`config.mk`:
```
export PLATFORM = sky130hd
export DESIGN_NAME = rr_chan_mux
export DESIGN_NICKNAME = d
export VERILOG_FILES = /design/src/rtl/rr_chan_mux_pkg.sv /design/src/rtl/rr_chan_mux_pick.sv /design/src/rtl/rr_chan_mux.sv
export SDC_FILE = /design/constraint.sdc
export NUM_CORES = 1
export LEC_CHECK = 0
export CORE_AREA = 2 2 54 77
export CTS_CLUSTER_SIZE = 14
export DETAILED_ROUTE_END_ITERATION = 16
export DIE_AREA = 0 0 56 79
export PLACE_DENSITY = 0.95
export SYNTH_ARGS = -nofsm -noshare
export SYNTH_HDL_FRONTEND = slang
export SYNTH_SLANG_ARGS = --single-unit
```
`constraint.sdc`:
```
create_clock -name CLK -period 7.94 [get_ports CLK]
set_input_delay 1.588 -clock CLK [delete_from_list [all_inputs] [get_ports CLK]]
set_output_delay 1.588 -clock CLK [all_outputs]
set_load 0.01 [all_outputs]
```
`src/rtl/rr_chan_mux_pkg.sv`:
```
// Shared mode encodings and small index helpers for rr_chan_mux and its bench.
package rr_chan_mux_pkg;

  localparam logic MODE_FIXED = 1'b0;
  localparam logic MODE_RR    = 1'b1;

  // Next index after i in a ring of n entries.
  function automatic int wrap_inc(input int i, input int n);
    return (i + 1 >= n) ? 0 : i + 1;
  endfunction

  // Index reached by stepping off positions forward from base in a ring of n.
  function automatic int wrap_add(input int base, input int off, input int n);
    return (base + off) % n;
  endfunction

endpackage

```
`src/rtl/rr_chan_mux_pick.sv`:
```
// Round-robin search: rotate V so ptr sits at bit 0, priority-encode, unrotate.
module rr_pick
  import rr_chan_mux_pkg::*;
#(
  parameter  int N  = 8,
  localparam int SW = (N > 1) ? $clog2(N) : 1
) (
  input  logic [N-1:0]  v,
  input  logic [SW-1:0] ptr,
  output logic          found,
  output logic [SW-1:0] idx
);

  logic [N-1:0]  rot;
  logic [SW-1:0] off;

  always_comb begin
    rot = '0;
    for (int i = 0; i < N; i++)
      rot[i] = v[wrap_add(int'(ptr), i, N)];
  end

  // Lowest set bit of the rotated vector is the nearest request at or after ptr.
  always_comb begin
    found = 1'b0;
    off   = '0;
    for (int i = N - 1; i >= 0; i--) begin
      if (rot[i]) begin
        found = 1'b1;
        off   = SW'(i);
      end
    end
  end

  always_comb begin
    idx = SW'(wrap_add(int'(ptr), int'(off), N));
  end

endmodule

```
`src/rtl/rr_chan_mux.sv`:
```
// N-channel, W-bit registered mux with fixed-select or round-robin arbitration
// and a single back-pressurable output register.
module rr_chan_mux
  import rr_chan_mux_pkg::*;
#(
  parameter  int N  = 8,
  parameter  int W  = 4,
  localparam int SW = (N > 1) ? $clog2(N) : 1
) (
  input  logic          CLK,
  input  logic          RST_N,
  input  logic [N*W-1:0] D,
  input  logic [N-1:0]  V,
  output logic [N-1:0]  R,
  input  logic          MODE,
  input  logic [SW-1:0] S,
  output logic [W-1:0]  O,
  output logic          OV,
  input  logic          OR,
  output logic [SW-1:0] OS
);

  logic          ld;
  logic          has;
  logic          s_v;
  logic          rr_found;
  logic [SW-1:0] rr_idx;
  logic [SW-1:0] c;
  logic [SW-1:0] ptr;
  logic [W-1:0]  dsel;

  rr_pick #(.N(N)) u_pick (
    .v     (V),
    .ptr   (ptr),
    .found (rr_found),
    .idx   (rr_idx)
  );

  assign ld = !OV || OR;

  // An out-of-range S matches no channel, so it qualifies as "no candidate".
  always_comb begin
    s_v = 1'b0;
    for (int i = 0; i < N; i++)
      if (S == SW'(i)) s_v = V[i];
  end

  always_comb begin
    if (MODE == MODE_RR) begin
      has = rr_found;
      c   = rr_idx;
    end else begin
      has = s_v;
      c   = S;
    end
  end

  always_comb begin
    R = '0;
    for (int i = 0; i < N; i++)
      R[i] = RST_N && ld && has && (c == SW'(i));
  end

  always_comb begin
    dsel = '0;
    for (int i = 0; i < N; i++)
      if (c == SW'(i)) dsel = D[i*W +: W];
  end

  always_ff @(posedge CLK or negedge RST_N) begin
    if (!RST_N) begin
      O   <= '0;
      OS  <= '0;
      OV  <= 1'b0;
      ptr <= '0;
    end else if (ld) begin
      if (has) begin
        O   <= dsel;
        OS  <= c;
        OV  <= 1'b1;
        ptr <= SW'(wrap_inc(int'(c), N));
      end else begin
        OV  <= 1'b0;
      end
    end
  end

endmodule

```
==> results.toml <==
[yosys]
yosysMostFrequentCell = "nand2_1"
ys_ff_latch = 11
synth_area_leader_cell = "dfrtp_1"
synth_cell_types = 47
yosys.area.top_type_share_pct = 15.3
syn_area_sq_mm = 0.00180
postSynthCellCount = 226
ys_warn_count = 0
synthFlopType = "dfrtp_1"
synth.area.top_cells = "dfrtp_1 15%, mux4_2 11%, mux2i_1 11%, ha_1 5.6%, nand2_1 5.4%"
synth_common_cells = "26 x nand2_1, 25 x nor2_1, 19 x mux2i_1"
yosysSeqAreaShare_pct = 15.3
avgSynthCellArea_sq_um = 7.97
syn_nets = 282
synth_edf_count = 0
ys_async_sr_fraction_pct = 100

[worst_setup_path]
r2r_cells = 24
cp-start-kind = "primary input"
startpoint = "V[2]"
required_ns = 6.35
cp.arrival_ns = 6.02
crit_type = "in2out"
rr_endpoint = "O[0]$_DFFE_PN0P_"
end_kind = "output port"
reg2reg_slack_ns = 2.00
regToRegStartpoint = "ptr[0]$_DFFE_PN0P_"
endpoint = "R[3]"
crit_fanout = 10

[place]
gp_congestion = 0.885
numPortBuffers = 62
placedCellCount = 317
dpl.hpwl_um = 4120

[global_route]
antenna_found_initial = 0
grt-ovfl-total = 0
grt_max_degree = 20
grt_pass1_wl_um = 8580
grt_pass1_vias = 1946
grt_usage_pct = 24.0

[timing]
hold_viol_final = 0
fmax_mhz = 131
rsz0062_at_grt = "false"
post-route-period-util_pct = 95.8
worst_slew_pin_slew_ns = 0.751
tns_ns = 0
finalSetupViolations = 0
slew_violations = 0
fin_worst_skew_ns = 0.000328
period_needed_ns = 7.61
slew_headroom_pct = 49.8

[cells_and_area]
stdcell_count = 321
fin_nets = 335
fill_cells = 293
drive_above_1_share_pct = 9.35
antennaDiodeCount = 0
area_growth_syn_to_layout_pct = 36.9
seq_area_sq_um = 275
multi_input_area_sq_mm = 0.00142

[die]
die_h_um = 79
die_area_sq_mm = 0.00442
io_pins = 63
fp.coreArea_sq_mm = 0.00378
start_util_pct = 47.6
fp.dieW_um = 56
std_cell_rows = 27

[clocking]
clk_pin_slew_ns = 0.05
cts_tree = "built"
ctsResizeCount = 0
cts_buffers = 3
hold_buffers = 0
cts_htree_levels = 1
post_cts_buffers = 0
cts_buffer_depth = 2
insertion_delay_ns = 0.24
clock_sinks = 11
cts_root_buffer = "clkbuf_8"

[detailed_routing]
drt_iter0_drc = 77
ant_nets = 0
drt-total-wl_um = 5150
drc = 0
first_pass_iters = 4
routedWlPerCell_um = 16.0
vias = 1926
viasPerCell = 6.00

[power]
p_leak_uw = 0.000977
p_per_area_mw_per_mm2 = 462
vdd_drop_max_uv = 319

[run]
cap_violations = 0

[worst_hold_path]
holdCritPathClass = "reg2reg"

[status]
run_status = "complete, no violations"
[report_power, final]
| group | switching [uW] | total (uW) | internal, uW |
|---|---|---|---|
| registers | 41.7 | 124 | 82.2 |
| clock network | 23.6 | 58.3 | 34.7 |
| logic | 534 | 957 | 423 |
[per-stage QoR]
stage	setup slack (ns)	total power, uW	area [sq um]	hold WS, ns	util, %
after global routing	0.0673	1240	2460	0.542	65.1
final	0.333	1140	2460	0.495	65.1
after global placement	0.418	1040	2410	0.464	63.8
after CTS	0.251	1130	2460	0.504	65.0
after floorplan	1.54	838	1800	0.516	-
after detailed placement	0.306	1060	2410	0.492	63.8
[sequential cells by signal (all words and copies together), names as in the netlist]
register  cells
OS            3
ptr           3
OV            1
O             4
[placed cells by master (no fill, tap or decap), types with 3 or more instances in the layout]
| cell type | instances |
|---|---|
| mux2i_1 | 18 |
| ha_1 | 8 |
| o21a_1 | 3 |
| a21oi_1 | 18 |
| mux2_2 | 4 |
| clkdlybuf4s50_1 | 62 |
| o31ai_1 | 3 |
| nor3_1 | 5 |
| nor2_1 | 24 |
| dfrtp_1 | 11 |
| nor2b_1 | 7 |
| and2_1 | 8 |
| inv_1 | 8 |
| a221oi_1 | 4 |
| xor2_1 | 3 |
| nand3b_1 | 3 |
| clkbuf_8 | 3 |
| mux4_2 | 9 |
| o21ai_0 | 11 |
| nand2_1 | 26 |
[metal layers]
metal,part of all wire (%),vias to the layer above,GRT usage [%]
met4,2.1,0,9.76
met2,54,71,45.8
met5,0,-,0
met1,37,914,24.9
met3,6.8,13,5.05
li1,-,928,-
[kinds of logic after synthesis]
logic type,after synthesis,synth area share [%]
compound gates,60,23.2
xor+xnor,3,1.46
fa+ha+maj,9,6.67
buf+inv,25,6.18
flops,11,15.3
mux,32,24.3
simple gates,86,22.9
[critical path, stage by stage]
cell             delay, ns
clkdlybuf4s50_1       0.50
mux4_2                0.53
mux2i_1               0.27
o21ai_0               0.15
a221oi_1              0.26
o21bai_1              0.10
a221oi_1              0.27
ha_1                  0.24
fa_1                  0.44
mux2i_2               0.32
inv_1                 0.11
ha_1                  0.33
ha_1                  0.28
and3_1                0.16
clkdlybuf4s50_1       0.48
[worst min-delay path by stage]
stage | slack, ns | from | end | depth (start not counted)
finish | 0.49 | OS[0]$_DFFE_PN0P_ | OS[0]$_DFFE_PN0P_ | 1
CTS | 0.50 | OS[0]$_DFFE_PN0P_ | OS[0]$_DFFE_PN0P_ | 1
global placement | 0.46 | OS[1]$_DFFE_PN0P_ | OS[1]$_DFFE_PN0P_ | 2
global route | 0.54 | OS[0]$_DFFE_PN0P_ | OS[0]$_DFFE_PN0P_ | 1
floorplan | 0.52 | OS[1]$_DFFE_PN0P_ | OS[1]$_DFFE_PN0P_ | 2
detailed placement | 0.49 | OS[0]$_DFFE_PN0P_ | OS[0]$_DFFE_PN0P_ | 1
[area by class of cell]
class	instances	area share, %
Clock buffer	3	1.68
Timing Repair Buffer	64	25.8
Tap cell	43	2.18
Inverter	9	1.37
Multi-Input combinational cell	190	57.6
Clock inverter	1	0.203
Sequential cell	11	11.2
No activity file was read; power rests on OpenSTA's default activity.
